File: src/rtl/reg_dump.sv
// Register dump streamer: walks a 16-entry register file through a poke read port and
// emits a framed byte stream (header, {addr, data hi, data lo} per selected reg, XOR checksum).
module reg_dump #(
    parameter logic [7:0] HEADER      = 8'hA5,
    parameter logic [3:0] ZERO_NIBBLE = 4'h0
) (
    input  logic        clock,
    input  logic        reset,
    input  logic        start,
    input  logic [15:0] reg_mask,
    output logic [3:0]  read_addrpoke,
    input  logic [15:0] read_datapoke,
    output logic [7:0]  tx_data,
    output logic        tx_valid,
    input  logic        tx_ready,
    output logic        busy,
    output logic        done
);

    typedef enum logic [3:0] {
        IDLE,
        HDR,
        SCAN,
        SNAP,
        ADDR,
        DHI,
        DLO,
        CSUM,
        FIN
    } state_e;

    state_e      state_q;
    logic [15:0] mask_q;
    logic [15:0] hold_q;
    logic [3:0]  idx_q;
    logic [7:0]  csum_q;
    logic [3:0]  read_addrpoke_q;
    logic [7:0]  tx_data_q;
    logic        tx_valid_q;
    logic        busy_q;
    logic        done_q;

    logic        xfer_d;
    logic [7:0]  csum_d;
    logic        last_idx_d;

    // The checksum always folds in the byte currently on the bus, so the value
    // presented in CSUM already includes the final DLO byte.
    assign xfer_d     = tx_valid_q & tx_ready;
    assign csum_d     = csum_q ^ tx_data_q;
    assign last_idx_d = (idx_q == 4'hF);

    // NOTE: every register below is updated with <= so all of them sample the
    // pre-edge values; mixing in = here would make results depend on statement order.
    always_ff @(posedge clock) begin
        if (reset) begin
            state_q         <= IDLE;
            mask_q          <= 16'h0000;
            hold_q          <= 16'h0000;
            idx_q           <= 4'h0;
            csum_q          <= 8'h00;
            read_addrpoke_q <= 4'h0;
            tx_data_q       <= 8'h00;
            tx_valid_q      <= 1'b0;
            busy_q          <= 1'b0;
            done_q          <= 1'b0;
        end else begin
            done_q <= 1'b0;
            case (state_q)
                IDLE: begin
                    if (start) begin
                        mask_q     <= reg_mask;
                        idx_q      <= 4'h0;
                        csum_q     <= 8'h00;
                        tx_data_q  <= HEADER;
                        tx_valid_q <= 1'b1;
                        busy_q     <= 1'b1;
                        state_q    <= HDR;
                    end
                end
                HDR: begin
                    if (xfer_d) begin
                        tx_valid_q <= 1'b0;
                        state_q    <= SCAN;
                    end
                end
                SCAN: begin
                    if (mask_q[idx_q]) begin
                        read_addrpoke_q <= idx_q;
                        state_q         <= SNAP;
                    end else if (last_idx_d) begin
                        tx_data_q  <= csum_q;
                        tx_valid_q <= 1'b1;
                        state_q    <= CSUM;
                    end else begin
                        idx_q <= idx_q + 4'd1;
                    end
                end
                SNAP: begin
                    // Snapshot taken here; later register writes cannot reach the frame.
                    hold_q     <= read_datapoke;
                    tx_data_q  <= {ZERO_NIBBLE, idx_q};
                    tx_valid_q <= 1'b1;
                    state_q    <= ADDR;
                end
                ADDR: begin
                    if (xfer_d) begin
                        csum_q    <= csum_d;
                        tx_data_q <= hold_q[15:8];
                        state_q   <= DHI;
                    end
                end
                DHI: begin
                    if (xfer_d) begin
                        csum_q    <= csum_d;
                        tx_data_q <= hold_q[7:0];
                        state_q   <= DLO;
                    end
                end
                DLO: begin
                    if (xfer_d) begin
                        csum_q <= csum_d;
                        if (last_idx_d) begin
                            tx_data_q <= csum_d;
                            state_q   <= CSUM;
                        end else begin
                            idx_q      <= idx_q + 4'd1;
                            tx_valid_q <= 1'b0;
                            state_q    <= SCAN;
                        end
                    end
                end
                CSUM: begin
                    if (xfer_d) begin
                        tx_valid_q <= 1'b0;
                        done_q     <= 1'b1;
                        state_q    <= FIN;
                    end
                end
                FIN: begin
                    busy_q  <= 1'b0;
                    state_q <= IDLE;
                end
                default: begin
                    tx_valid_q <= 1'b0;
                    busy_q     <= 1'b0;
                    state_q    <= IDLE;
                end
            endcase
        end
    end

    assign read_addrpoke = read_addrpoke_q;
    assign tx_data       = tx_data_q;
    assign tx_valid      = tx_valid_q;
    assign busy          = busy_q;
    assign done          = done_q;

endmodule

File: config.mk
export PLATFORM = sky130hd
export DESIGN_NAME = reg_dump
export DESIGN_NICKNAME = d
export VERILOG_FILES = /design/src/rtl/reg_dump.sv
export SDC_FILE = /design/constraint.sdc
export NUM_CORES = 1
export LEC_CHECK = 0
export CAP_MARGIN = 25
export CORE_MARGIN = 5
export CORE_UTILIZATION = 56
export CTS_CLUSTER_DIAMETER = 100
export CTS_CLUSTER_SIZE = 20
export DETAILED_ROUTE_END_ITERATION = 6
export GPL_ROUTABILITY_DRIVEN = 0
export PLACE_DENSITY = 0.83
export SLEW_MARGIN = 10
export SYNTH_ARGS = -nofsm -noshare
export SYNTH_HDL_FRONTEND = slang
export SYNTH_SLANG_ARGS = --single-unit
File: constraint.sdc
create_clock -name clock -period 3.25 [get_ports clock]
set_clock_uncertainty 0.15 [all_clocks]
set_input_delay 0.65 -clock clock [delete_from_list [all_inputs] [get_ports clock]]
set_output_delay 0.65 -clock clock [all_outputs]
set_load 0.005 [all_outputs]
==> reports/qor.csv, run 1 <==
stage;metric;value;unit
sta;slew at the pin with the worst max-slew slack;0.768;ns
place;Final HPWL DP;5.91;mm
sta;final worst-path cycle share;84.3;%
cells_and_area;fraction of final layout cells with drive strength greater than 1;8.54;%
route;drt total wl;8.54;mm
synthesis;synthesized area per cell;8.09;µm²
cts;clock latency of the later-clocked register in the worst-skew pair;0.34;ns
cts;hold-fix buffer count after cts;0;
critical_path;end of the critical path;tx_data[5];
sta;final hold viol count;0;
synthesis;Syn Nets;440;
critical_path;Crit Path Category;flop to flop;
floorplanning;top-level I/O count;51;
power;sequential fraction of design power;45.9;%
cts;postcts setup bufs;0;
route;average wire length per cell after detail routing;16.5;µm
floorplanning;num rows;27;
power;largest vdd supply drop;0.306;mV
power;Lkg Pwr;1.37;nW
synthesis;Most used DFF post-synth;sky130_fd_sc_hd__dfxtp_1;
cells_and_area;Net count, final;480;
power;internal portion of total power;1.36;mW
route;DR vias;3181;
worst_hold_path;kind of path behind the tightest hold check;flop to flop;
status;outcome;finished, final reports clean;
run;maxcap violations;0;
route;drt first pass iters;6;
critical_path;Crit. Startpoint;state_q[1];
critical_path;ordered list of cells on the worst path;nor4b_1 > nand2b_1 > o22ai_2 > nor3_1 > a211oi_1;
floorplanning;starting density of the core;58.5;%
synthesis;fraction of the yosys area taken by sequential cells;38.7;%
cells_and_area;most used cells in the layout excluding fill and tap cells;sky130_fd_sc_hd__nand2_1, sky130_fd_sc_hd__dfxtp_1, sky130_fd_sc_hd__clkdlybuf4s50_1;
critical_path;slowest cell on the critical path;sky130_fd_sc_hd__dfxtp_1;
power;power share of the combinational group;25.9;%
synthesis;synth warn;0;
place;worst setup slack before clock tree synthesis;0.493;ns
cts;post_cts resized;0;
synthesis;post-synth design cell area;0.00326;mm²
sta;setup tns final;0;ns
synthesis;number of flops mapped to enable cells by yosys;0;
synthesis;Yosys cell types;60;
sta;Setup-failing EPs final;0;
global_routing;pin count of the biggest net entering global routing;49;
sta;Final Worst Setup Slack;0.512;ns
critical_path;Top delay family on crit path;simple AND/OR/NAND/NOR gates;
global_routing;global-route wire length before repair;14.1;mm
route;count of unresolved DRC violations after routing;0;
critical_path;critical path data required time;3.35;ns
floorplanning;horizontal die dimension;86.3;µm
floorplanning;Vert. Die Dim;86.3;µm
cells_and_area;commonest non-fill, non-tap cell in the layout;sky130_fd_sc_hd__nand2_1;
critical_path;kind of end point of the critical path;flop;
place;post-placement cell count;504;
route;antenna violation net count after detailed routing;0;
critical_path;nature of the critical path startpoint;flop;
place;IO buf count;50;
critical_path;launch point of the worst reg-to-reg path;state_q[1];
critical_path;number of buffers and inverters on the critical path;0;
route;post-DR vias/cell;6.15;
sta;worst slack on hold paths;0.300;ns
critical_path;Reg2Reg Depth;5;
global_routing;overall routing resource usage;23.6;%
power;power consumption;2.00;mW
power;Power Density;511;mW/mm²
power;Sw Share;32.1;%
global_routing;antenna violations before repair;0;
cts;buffer type at the clock tree root;sky130_fd_sc_hd__clkbuf_8;
global_routing;vias in the first global route;2955;
critical_path;Arr. time, crit path;2.84;ns
critical_path;cell depth of the worst setup path;5;
floorplanning;Core Area;0.00557;mm²
cts;CTS tree;built;
synthesis;Async S/R FF share, synth;0;%
sta;Tmin final;2.74;ns
cts;maximum count of clock buffers along a single path;2;
cts;maximum level of the CTS H-tree;3;
route;Initial DRC Count;305;
critical_path;reg2reg setup slack;0.51;ns
critical_path;Worst Path Max Fanout;17;
sta;max-slew violation total from the final report;0;
sta;setup repair after global routing missed its margin;no;
global_routing;total gr overflow;0;
power;net switching power figure;0.643;mW
synthesis;cells after synthesis;403;
cells_and_area;ANT cells;0;
cts;clock slew seen by the registers of the worst setup and hold paths;0.07;ns
critical_path;CP max stage delay;0.71;ns
sta;maximum clock rate;0.365;GHz
cells_and_area;growth of design area from synthesis to finish;20.1;%
critical_path;RR Endpoint;tx_data[5];
synthesis;register bit total from synthesis;63;
cts;CTS Buf Count;9;
sta;tightest slew margin relative to the limit;48.8;%
cells_and_area;post-layout instance count excluding filler cells;517;
floorplanning;DIE AREA;0.00745;mm²
power;clock group share of total power;28.2;%
cts;clock sinks;63;
-- power groups by stage --
stage	Combinational, mW	Sequential, mW	Clock (mW)
6_report	0.519	0.918	0.565
5_1_grt	0.564	0.926	0.611
4_1_cts	0.513	0.916	0.569
3_5_place_dp	0.509	0.932	0
3_3_place_gp	0.495	0.928	0
2_1_floorplan	0.325	0.905	0
-- worst reg2reg max path: stages (launching register included) --
cell and delay [ns]:
sky130_fd_sc_hd__dfxtp_1 0.71, sky130_fd_sc_hd__nor4b_1 0.58, sky130_fd_sc_hd__nand2b_1 0.17, sky130_fd_sc_hd__o22ai_2 0.54, sky130_fd_sc_hd__nor3_1 0.24, sky130_fd_sc_hd__a211oi_1 0.27
-- cell families (layout without fill, tap and decap cells) --
group	count (synthesis)	in the layout	synth area share [%]
AOI/OAI and AO/OA	115	115	22.9
xor gates and xnor gates	7	7	1.88
adders and majority gates	1	1	0.384
buffers and inverters	36	78	5.25
DFF	63	63	38.7
muxes	27	27	10.3
and+or+nand+nor	154	154	20.6
-- layer usage --
metal / part of all wire, % / GRT usage, % / up-vias
met5: 0 / 0 / -
met4: 2.1 / 10.3 / 0
met3: 6.3 / 3.71 / 21
met2: 48 / 38.2 / 127
met1: 44 / 31.1 / 1509
li1: - / - / 1524
-- state kept, by name (all words and copies together) (netlist names) --
| register | count |
|---|---|
| tx_data | 8 |
| tx_valid | 1 |
| csum_q | 8 |
| hold_q | 16 |
| state_q | 4 |
| read_addrpoke | 4 |
| busy | 1 |
| done | 1 |
| idx_q | 4 |
| mask_q | 16 |
-- per-stage QoR --
step / area, µm² / util (%)
after global placement: 3770 / 67.6
final: 3920 / 70.3
after global routing: 3920 / 70.3
after floorplan: 3260 / -
after detailed placement: 3770 / 67.6
after CTS: 3920 / 70.3
-- cell type report --
class / instances / area [µm²]
Timing Repair Buffer: 59 / 563
Sequential cell: 63 / 1260
Clock inverter: 2 / 10.0
Fill cell: 463 / 1660
Multi-Input combinational cell: 304 / 1830
Clock buffer: 11 / 141
Tap cell: 72 / 90.1
Inverter: 6 / 22.5
-- synthesized netlist by cell type (2+ instances only) --
| library cell | n | area share [%] |
|---|---|---|
| sky130_fd_sc_hd__nand2_1 | 97 | 11 |
| sky130_fd_sc_hd__dfxtp_1 | 63 | 39 |
| sky130_fd_sc_hd__a21oi_1 | 46 | 7.1 |
| sky130_fd_sc_hd__clkbuf_1 | 23 | 2.6 |
| sky130_fd_sc_hd__nor2_1 | 20 | 2.3 |
| sky130_fd_sc_hd__mux2i_1 | 16 | 4.9 |
| sky130_fd_sc_hd__o21ai_0 | 16 | 2.5 |
| sky130_fd_sc_hd__a22oi_1 | 9 | 2.1 |
| sky130_fd_sc_hd__nor3_1 | 9 | 1.4 |
| sky130_fd_sc_hd__a31oi_1 | 6 | 1.2 |
| sky130_fd_sc_hd__mux2_2 | 6 | 2.1 |
| sky130_fd_sc_hd__a211oi_1 | 5 | 1.2 |
| sky130_fd_sc_hd__inv_1 | 5 | 0.58 |
| sky130_fd_sc_hd__xnor2_1 | 5 | 1.3 |
| sky130_fd_sc_hd__nand3_1 | 4 | 0.61 |
| sky130_fd_sc_hd__o31ai_1 | 4 | 0.92 |
| sky130_fd_sc_hd__mux4_2 | 3 | 2.1 |
| sky130_fd_sc_hd__nand2b_1 | 3 | 0.58 |
| sky130_fd_sc_hd__nor2b_1 | 3 | 0.58 |
| sky130_fd_sc_hd__o211a_1 | 3 | 0.92 |
| sky130_fd_sc_hd__o211ai_1 | 3 | 0.69 |
| sky130_fd_sc_hd__o311ai_0 | 3 | 0.81 |
| sky130_fd_sc_hd__or4_1 | 3 | 0.69 |
| sky130_fd_sc_hd__a21boi_0 | 2 | 0.46 |
| sky130_fd_sc_hd__a221o_1 | 2 | 0.61 |
| sky130_fd_sc_hd__a222oi_1 | 2 | 0.61 |
| sky130_fd_sc_hd__and2_1 | 2 | 0.38 |
| sky130_fd_sc_hd__and3_1 | 2 | 0.38 |
| sky130_fd_sc_hd__and3_2 | 2 | 0.46 |
| sky130_fd_sc_hd__buf_1 | 2 | 0.23 |
| sky130_fd_sc_hd__buf_6 | 2 | 0.69 |
| sky130_fd_sc_hd__nand4_1 | 2 | 0.38 |
| sky130_fd_sc_hd__nor4b_1 | 2 | 0.54 |
| sky130_fd_sc_hd__xor2_1 | 2 | 0.54 |
-- worst min path at each step --
| stage | to | from | cells after the start | slack, ns |
|---|---|---|---|---|
| final | hold_q[0] | hold_q[0] | 2 | 0.30 |
| after global routing | hold_q[13] | hold_q[13] | 2 | 0.33 |
| after CTS | hold_q[0] | hold_q[0] | 2 | 0.30 |
| after detailed placement | hold_q[0] | hold_q[0] | 2 | 0.29 |
| after global placement | hold_q[12] | hold_q[12] | 2 | 0.29 |
| after floorplan | hold_q[0] | hold_q[0] | 2 | 0.28 |
No activity file was read; power rests on OpenSTA's default activity.
==> inputs of run 2 (changes only) <==
--- a/config.mk
+++ b/config.mk
@@ -7,12 +7,12 @@
 export LEC_CHECK = 0
 export CAP_MARGIN = 25
 export CORE_MARGIN = 5
-export CORE_UTILIZATION = 56
+export CORE_UTILIZATION = 54
 export CTS_CLUSTER_DIAMETER = 100
 export CTS_CLUSTER_SIZE = 20
 export DETAILED_ROUTE_END_ITERATION = 6
 export GPL_ROUTABILITY_DRIVEN = 0
-export PLACE_DENSITY = 0.83
+export PLACE_DENSITY = 0.8
 export SLEW_MARGIN = 10
 export SYNTH_ARGS = -nofsm -noshare
 export SYNTH_HDL_FRONTEND = slang
==> constraint.sdc (replaced) <==
create_clock -name clock -period 2.8 [get_ports clock]
set_clock_uncertainty 0.15 [all_clocks]
set_input_delay 0.56 -clock clock [delete_from_list [all_inputs] [get_ports clock]]
set_output_delay 0.56 -clock clock [all_outputs]
set_load 0.005 [all_outputs]
==> run 2 against run 1 <==
Compared with the run above: sequential share of layout area is 0.76 points lower; count of clock-buffer cells in the layout increased by 1; cell count increased by 2.5%; critical path type unchanged; largest cell class unchanged.
==> reports/qor.csv, run 2 (synthesis gave the netlist of run 1 again) <==
stage;metric;value;unit;change
floorplanning;Vert. Die Dim;87.7;µm;+1.6%
cts;maximum level of the CTS H-tree;3;;unchanged
critical_path;critical path data required time;2.89;ns;-0.46 ns
cells_and_area;most used cells in the layout excluding fill and tap cells;sky130_fd_sc_hd__nand2_1, sky130_fd_sc_hd__dfxtp_1, sky130_fd_sc_hd__clkdlybuf4s50_1;;
route;met2 WL;3.79;mm;-7.6%
cells_and_area;largest registers;hold_q: 16 flops, mask_q: 16 flops;;
sta;tightest slew margin relative to the limit;57.1;%;+8.3 points
global_routing;overall routing resource usage;22.6;%;-0.99 points
sta;setup tns final;0;ns;unchanged
route;Initial DRC Count;216;;-29%
sta;maximum clock rate;0.397;GHz;+8.7%
place;post-placement cell count;514;;+2.0%
sta;final worst-path cycle share;90.0;%;+5.7 points
sta;slew at the pin with the worst max-slew slack;0.642;ns;-0.125 ns
cells_and_area;commonest non-fill, non-tap cell in the layout;sky130_fd_sc_hd__nand2_1;;
floorplanning;num rows;28;;+3.7%
floorplanning;starting density of the core;55.4;%;-3.1 points
place;worst setup slack before clock tree synthesis;0.254;ns;-0.239 ns
route;DR vias;3118;;-2.0%
power;Lkg Pwr;1.42;nW;+4.1%
sta;final hold viol count;0;;unchanged
route;count of unresolved DRC violations after routing;0;;unchanged
cells_and_area;total non-filler cell area in the finished layout;0.00401;mm²;+2.4%
cts;CTS tree;built;;
critical_path;nature of the critical path startpoint;flop;;
global_routing;global-route wire length before repair;13.9;mm;-1.3%
critical_path;Worst Path Max Fanout;12;;-5
route;length of routed met3 wiring;428;µm;-20%
cts;CTS Buf Count;9;;unchanged
cells_and_area;post-layout instance count excluding filler cells;530;;+2.5%
power;Power Density;611;mW/mm²;+20%
critical_path;kind of end point of the critical path;flop;;
global_routing;antenna violations before repair;0;;unchanged
route;average wire length per cell after detail routing;15.2;µm;-7.9%
route;antenna violation net count after detailed routing;0;;unchanged
cts;buffer type at the clock tree root;sky130_fd_sc_hd__clkbuf_8;;
place;Final HPWL DP;5.77;mm;-2.4%
sta;max-slew violation total from the final report;0;;unchanged
cts;postcts setup bufs;0;;unchanged
sta;setup repair after global routing missed its margin;no;;
global_routing;total gr overflow;0;;unchanged
run;maxcap violations;0;;unchanged
critical_path;Arr. time, crit path;2.61;ns;-0.23 ns
sta;Final Worst Setup Slack;0.280;ns;-0.231 ns
global_routing;vias in the first global route;3012;;+1.9%
floorplanning;horizontal die dimension;87.7;µm;+1.6%
route;topmost layer with routed signal wires;met4;;
route;drt total wl;8.06;mm;-5.6%
cts;maximum count of clock buffers along a single path;2;;unchanged
cts;clock latency of the later-clocked register in the worst-skew pair;0.34;ns;about the same
cells_and_area;ANT cells;0;;unchanged
sta;Setup-failing EPs final;0;;unchanged
global_routing;pin count of the biggest net entering global routing;37;;-24%
place;IO buf count;50;;unchanged
cells_and_area;fraction of final layout cells with drive strength greater than 1;10.3;%;+1.8 points
worst_hold_path;kind of path behind the tightest hold check;flop to flop;;
cells_and_area;post-layout util;68.2;%;-2.1 points
floorplanning;DIE AREA;0.00769;mm²;+3.3%
sta;Tmin final;2.52;ns;-0.219 ns
sta;worst slack on hold paths;0.308;ns;+0.00769 ns
place;post-detailed-placement cell area;0.00382;mm²;+1.5%
cells_and_area;growth of design area from synthesis to finish;23.0;%;
critical_path;Crit Path Category;flop to flop;;
power;largest vdd supply drop;0.348;mV;+14%
cells_and_area;Net count, final;487;;+1.5%
power;power consumption;2.45;mW;+23%
status;outcome;finished, final reports clean;;
floorplanning;Core Area;0.00589;mm²;+5.6%
cts;post_cts resized;0;;unchanged
route;drt first pass iters;5;;-1
route;post-DR vias/cell;5.88;;-4.4%
cts;hold-fix buffer count after cts;0;;unchanged
route;length of routed wiring on met1;3.65;mm;-1.8%
cts;clock sinks;63;;unchanged
floorplanning;top-level I/O count;51;;unchanged
cts;clock slew seen by the registers of the worst setup and hold paths;0.07;ns;about the same
-- run 2: cell count changes in the layout (fill, tap and decap cells not counted), sizes merged --
| cell | previous run | this run |
|---|---|---|
| buf | 10 | 17 |
| bufinv | 0 | 1 |
| clkbuf | 11 | 12 |
| clkinv | 3 | 4 |
-- run 2: power breakdown --
part | total, mW | switching (mW) | leakage, nW | internal, mW
combinational | 0.625 | 0.335 | 0.811 | 0.290
sequential | 1.05 | 0.0716 | 0.513 | 0.975
clock | 0.782 | 0.350 | 0.100 | 0.432
-- run 2: path summary, 6_finish.rpt --
| check | endpoint | start | depth (start not counted) | slack, ns |
|---|---|---|---|---|
| min reg2reg | hold_q[6] | hold_q[6] | 2 | 0.31 |
| max | tx_data[1] | idx_q[2] | 5 | 0.28 |
| min | hold_q[6] | hold_q[6] | 2 | 0.31 |
| max reg2reg | tx_data[1] | idx_q[2] | 5 | 0.28 |
-- run 2: layout make-up --
class	instances	area, µm²
clock buffer	12	145
clock inverter	4	45.0
fill	500	1870
inverter	6	22.5
multi-input combinational	304	1830
sequential	63	1260
tap	75	93.8
timing repair buffer	66	616
-- run 2: critical path: stages, from the launching register on --
cell and delay, ns:
sky130_fd_sc_hd__dfxtp_1 0.59, sky130_fd_sc_hd__mux2i_1 0.17, sky130_fd_sc_hd__mux4_2 0.54, sky130_fd_sc_hd__o22ai_2 0.48, sky130_fd_sc_hd__nor3_1 0.21, sky130_fd_sc_hd__a211oi_1 0.28
-- run 2: metal layers --
layer | up-vias | global-route usage, %
li1 | 1536 | -
met1 | 1474 | 29.7
met2 | 87 | 35.9
met3 | 21 | 4.42
met4 | 0 | 10.7
met5 | - | 0
==> inputs of run 3 (changes only) <==
--- a/config.mk
+++ b/config.mk
@@ -6,7 +6,8 @@
 export NUM_CORES = 1
 export LEC_CHECK = 0
 export CAP_MARGIN = 25
-export CORE_MARGIN = 5
+export CORE_ASPECT_RATIO = 1.5
+export CORE_MARGIN = 2
 export CORE_UTILIZATION = 54
 export CTS_CLUSTER_DIAMETER = 100
 export CTS_CLUSTER_SIZE = 20
==> run 3 against run 2 <==
Compared with the run above: final area grew 0.56%; hold slack got worse by 0.0055 ns; cell count decreased by 0.38%; largest power group unchanged; register-to-register slack better by 0.05 ns; largest cell class unchanged; sequential cell count did not move; wire length is 1.3% higher; critical path type unchanged.
==> reports/qor.csv, run 3 (synthesis gave the netlist of run 1 again) <==
stage;metric;value;unit;change
critical_path;Crit Path Category;flop to flop;;
cts;clock sinks;63;;unchanged
sta;slew at the pin with the worst max-slew slack;0.622;ns;-0.0201 ns
route;count of unresolved DRC violations after routing;0;;unchanged
route;drt total wl;8.16;mm;+1.3%
floorplanning;Vert. Die Dim;99.2;µm;+13%
sta;Tmin final;2.47;ns;-0.0474 ns
route;Initial DRC Count;197;;-8.8%
critical_path;slowest cell on the critical path;sky130_fd_sc_hd__mux4_2;;
route;post-DR vias/cell;5.93;;+0.73%
power;power consumption;2.46;mW;+0.41%
sta;setup tns final;0;ns;unchanged
sta;final worst-path cycle share;88.3;%;-1.7 points
floorplanning;horizontal die dimension;67.5;µm;-23%
power;Lkg Pwr;1.43;nW;+0.45%
sta;maximum clock rate;0.404;GHz;+1.9%
sta;final hold viol count;0;;unchanged
cts;clock latency of the later-clocked register in the worst-skew pair;0.35;ns;about the same
cts;post_cts resized;0;;unchanged
place;post-detailed-placement cell area;0.00384;mm²;+0.43%
global_routing;overall routing resource usage;27.0;%;+4.4 points
global_routing;antenna violations before repair;0;;unchanged
floorplanning;Core Area;0.00583;mm²;-0.98%
cells_and_area;largest registers;hold_q: 16 flops, mask_q: 16 flops;;
sta;setup repair after global routing missed its margin;no;;
route;DR vias;3129;;+0.35%
cts;clock slew seen by the registers of the worst setup and hold paths;0.07;ns;about the same
critical_path;Worst Path Max Fanout;12;;unchanged
power;Power Density;610;mW/mm²;-0.15%
route;antenna violation net count after detailed routing;0;;unchanged
place;IO buf count;50;;unchanged
cells_and_area;total non-filler cell area in the finished layout;0.00404;mm²;+0.56%
status;outcome;finished, final reports clean;;
floorplanning;num rows;34;;+21%
place;Final HPWL DP;5.78;mm;+0.23%
route;drt first pass iters;5;;unchanged
critical_path;critical path data required time;2.90;ns;about the same
floorplanning;starting density of the core;56.0;%;+0.55 points
cts;buffer type at the clock tree root;sky130_fd_sc_hd__clkbuf_8;;
critical_path;Top delay family on crit path;compound AO/OA/AOI/OAI gates;;
cells_and_area;fraction of final layout cells with drive strength greater than 1;11.2;%;+0.85 points
critical_path;CP max stage delay;0.52;ns;-0.07 ns
global_routing;total gr overflow;0;;unchanged
power;largest vdd supply drop;0.417;mV;+20%
global_routing;vias in the first global route;3061;;+1.6%
floorplanning;DIE AREA;0.00669;mm²;-13%
run;maxcap violations;0;;unchanged
cells_and_area;Net count, final;489;;+0.41%
worst_hold_path;kind of path behind the tightest hold check;flop to flop;;
cts;maximum count of clock buffers along a single path;2;;unchanged
cts;CTS Buf Count;9;;unchanged
sta;max-slew violation total from the final report;0;;unchanged
critical_path;ordered list of cells on the worst path;buf_4 > mux2i_1 > mux4_2 > o22ai_2 > nor3_1 > a211oi_1;;
sta;tightest slew margin relative to the limit;58.4;%;+1.3 points
global_routing;pin count of the biggest net entering global routing;34;;-8.1%
cells_and_area;commonest non-fill, non-tap cell in the layout;sky130_fd_sc_hd__nand2_1;;
sta;Setup-failing EPs final;0;;unchanged
cells_and_area;ANT cells;0;;unchanged
cts;maximum level of the CTS H-tree;3;;unchanged
floorplanning;top-level I/O count;51;;unchanged
critical_path;nature of the critical path startpoint;flop;;
critical_path;Arr. time, crit path;2.57;ns;-0.04 ns
route;average wire length per cell after detail routing;15.5;µm;+1.7%
cells_and_area;most used cells in the layout excluding fill and tap cells;sky130_fd_sc_hd__nand2_1, sky130_fd_sc_hd__dfxtp_1, sky130_fd_sc_hd__clkdlybuf4s50_1;;
critical_path;number of buffers and inverters on the critical path;1;;+1
cells_and_area;growth of design area from synthesis to finish;23.7;%;
critical_path;kind of end point of the critical path;flop;;
cts;hold-fix buffer count after cts;0;;unchanged
global_routing;global-route wire length before repair;14.0;mm;+0.75%
cts;CTS tree;built;;
cts;postcts setup bufs;0;;unchanged
[run 3: changes by cell type in the layout (fill, tap and decap cells not counted)]
cell | before | now
sky130_fd_sc_hd__clkinv_4 | 0 | 1
sky130_fd_sc_hd__buf_4 | 16 | 18
sky130_fd_sc_hd__clkinv_2 | 3 | 1
sky130_fd_sc_hd__clkinvlp_4 | 0 | 2
sky130_fd_sc_hd__nor3_2 | 1 | 2
sky130_fd_sc_hd__nor3_1 | 9 | 8
sky130_fd_sc_hd__clkbuf_1 | 2 | 0
[run 3: area by class of cell]
class | instances | area, µm²
clock buffer | 10 | 138
fill | 471 | 1790
multi-input combinational | 304 | 1830
tap | 72 | 90.1
inverter | 6 | 22.5
sequential | 63 | 1260
timing repair buffer | 68 | 631
clock inverter | 5 | 58.8
[run 3: path summary, 6_finish.rpt]
kind,from,to,slack (ns),cells after the start
hold reg to reg,read_addrpoke[0],read_addrpoke[0],0.30,2
setup reg to reg,idx_q[2],tx_data[1],0.33,6
setup / recovery,idx_q[2],tx_data[1],0.33,6
hold / removal,read_addrpoke[0],read_addrpoke[0],0.30,2
[run 3: worst min-delay path, stage by stage (launching register included)]
cell                      delay (ns)
sky130_fd_sc_hd__dfxtp_1        0.31
sky130_fd_sc_hd__nand2_1        0.05
sky130_fd_sc_hd__a21oi_1        0.05
[run 3: power breakdown]
| part | switching (mW) | internal (mW) | leakage [nW] |
|---|---|---|---|
| clock | 0.363 | 0.430 | 0.0944 |
| combinational | 0.334 | 0.294 | 0.823 |
| sequential | 0.0693 | 0.974 | 0.513 |
[run 3: per-layer routing]
metal	global-route usage, %	vias up	routed length [µm]
li1	-	1541	-
met1	31.3	1471	3290
met2	46.5	94	4300
met3	5.43	23	334
met4	12.2	0	239
met5	0	-	0
[run 3: per-stage QoR]
| stage | setup slack (ns) | cells | hold slack [ns] | utilization (%) |
|---|---|---|---|---|
| 2_1_floorplan | 0.635 | 403 | 0.283 | - |
| 3_3_place_gp | 0.276 | 513 | 0.291 | 65.9 |
| 3_5_place_dp | 0.244 | 513 | 0.294 | 65.9 |
| 4_1_cts | 0.355 | 528 | 0.305 | 69.2 |
| 5_1_grt | 0.177 | 528 | 0.326 | 69.2 |
| 6_report | 0.328 | 528 | 0.303 | 69.2 |
